--- src/rtl/pc_seq_pkg.sv ---
// Shared types and constants for the fetch/branch sequencer.
package pc_seq_pkg;

    localparam int unsigned PC_W  = 16;
    localparam int unsigned IMM_W = 4;
    localparam int unsigned OPC_W = 4;

    localparam logic [PC_W-1:0]  DEF_RESET_PC    = 16'h0000;
    localparam logic [OPC_W-1:0] DEF_HALT_OPCODE = 4'hF;

    typedef enum logic [2:0] {
        ST_IDLE,
        ST_FETCH,
        ST_ISSUE,
        ST_EXEC,
        ST_HALT
    } state_t;

    // Two's-complement widening of the short branch offset to PC width.
    function automatic logic [PC_W-1:0] sext_imm(input logic [IMM_W-1:0] imm);
        return {{(PC_W-IMM_W){imm[IMM_W-1]}}, imm};
    endfunction

endpackage

--- src/rtl/branch_target_calc.sv ---
// Combinational next-PC: PC + 1, plus the sign-extended offset when the branch is taken.
module branch_target_calc
    import pc_seq_pkg::*;
(
    input  logic [PC_W-1:0]  PC,
    input  logic [IMM_W-1:0] Branch_Imm,
    input  logic             Branch_Taken,
    output logic [PC_W-1:0]  Next_PC
);

    logic [PC_W-1:0] offset;

    // Wraps modulo 2^16 in both directions by construction.
    always_comb begin
        offset  = Branch_Taken ? sext_imm(Branch_Imm) : '0;
        Next_PC = PC + PC_W'(1) + offset;
    end

endmodule

--- src/rtl/pc_sequencer.sv ---
// Multi-cycle fetch/issue/execute sequencer owning the program counter.
module pc_sequencer
    import pc_seq_pkg::*;
#(
    parameter logic [PC_W-1:0]  RESET_PC    = DEF_RESET_PC,
    parameter logic [OPC_W-1:0] HALT_OPCODE = DEF_HALT_OPCODE
) (
    input  logic             Clk,
    input  logic             Rst_n,
    input  logic             Start,
    output logic             Imem_Req,
    output logic [PC_W-1:0]  Imem_Addr,
    input  logic             Imem_Ack,
    input  logic [PC_W-1:0]  Imem_Data,
    output logic [PC_W-1:0]  Instr,
    output logic             Instr_Valid,
    input  logic             Exec_Done,
    input  logic             Branch_Taken,
    input  logic [IMM_W-1:0] Branch_Imm,
    output logic [PC_W-1:0]  PC,
    output logic             Halted
);

    state_t          state_q;
    state_t          state_d;
    logic            fetch_done;
    logic            exec_done;
    logic [PC_W-1:0] next_pc;

    branch_target_calc u_target (
        .PC           (PC),
        .Branch_Imm   (Branch_Imm),
        .Branch_Taken (Branch_Taken),
        .Next_PC      (next_pc)
    );

    // Next-state logic; handshake inputs only matter in their owning state.
    always_comb begin
        state_d    = state_q;
        fetch_done = 1'b0;
        exec_done  = 1'b0;
        unique case (state_q)
            ST_IDLE: begin
                if (Start) state_d = ST_FETCH;
            end
            ST_FETCH: begin
                if (Imem_Ack) begin
                    fetch_done = 1'b1;
                    state_d    = (Imem_Data[PC_W-1 -: OPC_W] == HALT_OPCODE) ? ST_HALT : ST_ISSUE;
                end
            end
            ST_ISSUE: begin
                state_d = ST_EXEC;
            end
            ST_EXEC: begin
                if (Exec_Done) begin
                    exec_done = 1'b1;
                    state_d   = ST_FETCH;
                end
            end
            ST_HALT: begin
                state_d = ST_HALT;
            end
            default: begin
                state_d = ST_IDLE;
            end
        endcase
    end

    always_ff @(posedge Clk or negedge Rst_n) begin
        if (!Rst_n) begin
            state_q <= ST_IDLE;
        end else begin
            state_q <= state_d;
        end
    end

    // Outputs registered from the next state so they align with the state they describe.
    always_ff @(posedge Clk or negedge Rst_n) begin
        if (!Rst_n) begin
            Imem_Req    <= 1'b0;
            Instr_Valid <= 1'b0;
            Halted      <= 1'b0;
            Instr       <= '0;
            PC          <= RESET_PC;
        end else begin
            Imem_Req    <= (state_d == ST_FETCH);
            Instr_Valid <= (state_d == ST_ISSUE);
            Halted      <= (state_d == ST_HALT);
            if (fetch_done) Instr <= Imem_Data;
            if (exec_done)  PC    <= next_pc;
        end
    end

    assign Imem_Addr = PC;

endmodule

--- config.mk ---
export PLATFORM = sky130hd
export DESIGN_NAME = pc_sequencer
export DESIGN_NICKNAME = d
export VERILOG_FILES = /design/src/rtl/pc_seq_pkg.sv /design/src/rtl/branch_target_calc.sv /design/src/rtl/pc_sequencer.sv
export SDC_FILE = /design/constraint.sdc
export NUM_CORES = 1
export LEC_CHECK = 0
export CAP_MARGIN = 20
export CORE_MARGIN = 5
export CORE_UTILIZATION = 49
export CTS_CLUSTER_SIZE = 8
export DETAILED_ROUTE_END_ITERATION = 16
export PLACE_DENSITY = 0.9
export SLEW_MARGIN = 40
export SYNTH_ARGS = -nofsm -noshare
export SYNTH_HDL_FRONTEND = slang
export SYNTH_SLANG_ARGS = --single-unit
export TNS_END_PERCENT = 30
--- constraint.sdc ---
create_clock -name Clk -period 5.73 [get_ports Clk]
set_clock_uncertainty 0.1 [all_clocks]
set_input_delay 0.8595 -clock Clk [delete_from_list [all_inputs] [get_ports Clk]]
set_output_delay 0.8595 -clock Clk [all_outputs]
set_load 0.02 [all_outputs]
==> flow_summary.json <==
{
  "status": "finished, final reports clean",
  "maxSlewViolCount": 0,
  "final.setup.tns_ns": 0,
  "timing.slew.headroom_pct": 67.7,
  "grt_max_degree": 39,
  "post_cts_buffers": 0,
  "cts-root-buf": "clkbuf_8",
  "cp.required_ns": 5.81,
  "dpl.hpwl_um": 3900,
  "ctsHoldBuffers": 0,
  "synth_edf_count": 0,
  "synth_top_area_cell": "dfrtp_1",
  "grt_setup_unrepaired": "no",
  "p_leak_nw": 1.20,
  "crit_fanout": 9,
  "grt_use_total_pct": 18.4,
  "fmax_mhz": 292,
  "syn_to_final_growth_pct": 33.4,
  "synth_seq_cells": 38,
  "synth_area_leaders": "dfrtp_1 44%, mux2_2 8.3%, buf_4 6.2%",
  "holdWs_ns": 0.383,
  "antenna_found_initial": 0,
  "drt_wl_total_um": 5320,
  "synth_cells": 209,
  "worst_slew_pin_slew_ns": 0.485,
  "period_needed_ns": 3.42,
  "cts_sinks": 38,
  "fin_nets": 294,
  "synth_nets": 239,
  "die_area_mm2": 0.00589,
  "rows": 24,
  "avgRoutedWirePerCell_um": 16.8,
  "grt_pass1_vias": 1829,
  "clk_latency_ns": 0.29,
  "drtIter0Drc": 145,
  "die_h_um": 76.7,
  "slowest_stage": "clkdlybuf4s50_1",
  "ioPinCount": 77,
  "async_reset_ff_share_pct": 100,
  "critical_path_class": "primary input to flip-flop",
  "synth_top_flop_cell": "dfrtp_1",
  "antenna_cells": 0,
  "cap_viol_max_count": 0,
  "grt_overflow_total": 0,
  "synth_top_area_share_pct": 43.6,
  "start_util_pct": 50.4,
  "hold_violations": 0,
  "setup_viol": 0,
  "crit_arrival_ns": 3.50,
  "port_buffers": 76,
  "cts.path.max_buffers": 2,
  "die_w_um": 76.7,
  "syn_area_mm2": 0.00218,
  "stdcell_area_mm2": 0.00291,
  "gp_congestion": 0.839,
  "drive_above_1_share_pct": 13.3,
  "p_per_area_mw_per_mm2": 567,
  "cp-start-kind": "primary input",
  "dpl_cell_area_mm2": 0.00280,
  "synth_area_per_cell_um2": 10.4,
  "yosysWarnings": 0,
  "cpPeakStageDelay_ns": 0.52,
  "crit_chain": "clkdlybuf4s50_1 > nand2_1 > ha_1 > inv_1 > fa_1 > a21o_2 > o41ai_1 > a221o_1 > a21oi_1 > a31o_1 > a211o_1",
  "vias_per_cell": 5.71,
  "cts_buffers": 5,
  "cts_tree": "built",
  "core-area_mm2": 0.00432,
  "grt_pass1_wl_um": 8850,
  "ant_nets": 0,
  "synth_common_cells": "38 x dfrtp_1, 18 x buf_4, 16 x mux2_2, 14 x nand2_1, 13 x nor2_1",
  "vias": 1804,
  "crit_buf_inv": 2,
  "drtPass1Iterations": 4,
  "crit_family": "compound AO/OA/AOI/OAI gates",
  "synth_cell_types": 49,
  "cts_resized": 0,
  "clk_transition_reported_paths_ns": 0.08,
  "hp-class": "flip-flop to flip-flop",
  "ir_drop_v": 0.000309,
  "yosysSeqAreaShare_pct": 43.6,
  "cp-end-kind": "flip-flop",
  "period_share_pct": 59.7,
  "drc": 0,
  "h-tree-depth": 2,
  "synth_most_common_cell": "dfrtp_1"
}
-- final timing paths --
path,startpoint,endpoint,slack [ns],cells past startpoint
max,Branch_Taken,Imem_Addr[14],2.31,11
min,Imem_Addr[15],Imem_Addr[15],0.38,1
max reg2reg,Imem_Addr[0],Imem_Addr[14],3.05,10
min reg2reg,Imem_Addr[15],Imem_Addr[15],0.38,1
max in group asynchronous,Rst_n,Imem_Addr[9],4.76,1
min in group asynchronous,Rst_n,Instr[7],0.42,1
-- per-stage QoR --
step	total power (W)	worst slack, ns	util (%)	cells
3_5_place_dp	0.00142	1.99	64.7	309
6_report	0.00165	2.31	67.3	316
3_3_place_gp	0.00139	2.12	64.6	309
4_1_cts	0.00166	2.29	67.3	316
5_1_grt	0.00175	2.19	67.3	316
2_1_floorplan	0.00110	2.78	-	209
-- report_power, final --
group          internal [W]  switching [W]
sequential         0.000387       0.000159
clock              0.000139      0.0000954
combinational      0.000437       0.000432
-- worst register-to-register path, stage by stage (launching register included) --
cell	delay, ns
dfrtp_1	0.41
inv_1	0.07
ha_1	0.15
inv_1	0.06
fa_1	0.42
a21o_2	0.30
o41ai_1	0.25
a221o_1	0.27
a21oi_1	0.10
a31o_1	0.21
a211o_1	0.26
-- final cells by class --
cell class                 count  area (µm²)
sequential                    38         951
clock buffer                   6        82.6
fill                         356        1410
clock inverter                 1        30.0
timing repair buffer          77         766
inverter                       3        11.3
multi-input combinational    139        1000
tap                           52        65.1
-- state kept, by name, summed over array words and instances (netlist names) --
signal and cells:
state_q 3, Imem_Addr 16, Imem_Req 1, Instr_Valid 1
Instr 16, Halted 1
-- cell usage in the layout, fill, tap and decap left out, types with 4 or more instances in the layout --
cell | synthesis | layout
a21oi_1 | 7 | 7
nor3_1 | 5 | 5
nor2b_1 | 5 | 5
dfrtp_1 | 38 | 38
nand3_1 | 7 | 7
xor2_1 | 6 | 6
xnor2_1 | 6 | 6
clkbuf_8 | 1 | 6
and3_1 | 4 | 4
clkdlybuf4s50_1 | 0 | 75
nor4_1 | 4 | 4
nor2_1 | 13 | 13
mux2_2 | 16 | 16
o21ai_0 | 7 | 7
nand2_1 | 14 | 14
nand4_1 | 7 | 7
-- routing by layer --
metal  share of wire [%]  GRT usage (%)
met5                   0              0
met2                  52           31.9
met4                 1.5           5.94
met3                 6.8           3.86
met1                  40           22.6
-- cells by family after synthesis --
family	after synthesis	synth area share, %
buf+inv	32	10.3
compound gates	30	9.41
mux	18	9.18
fa+ha+maj	4	2.64
simple gates	75	20.0
flops	38	43.6
xor+xnor	12	4.82
No activity file was read; power rests on OpenSTA's default activity.
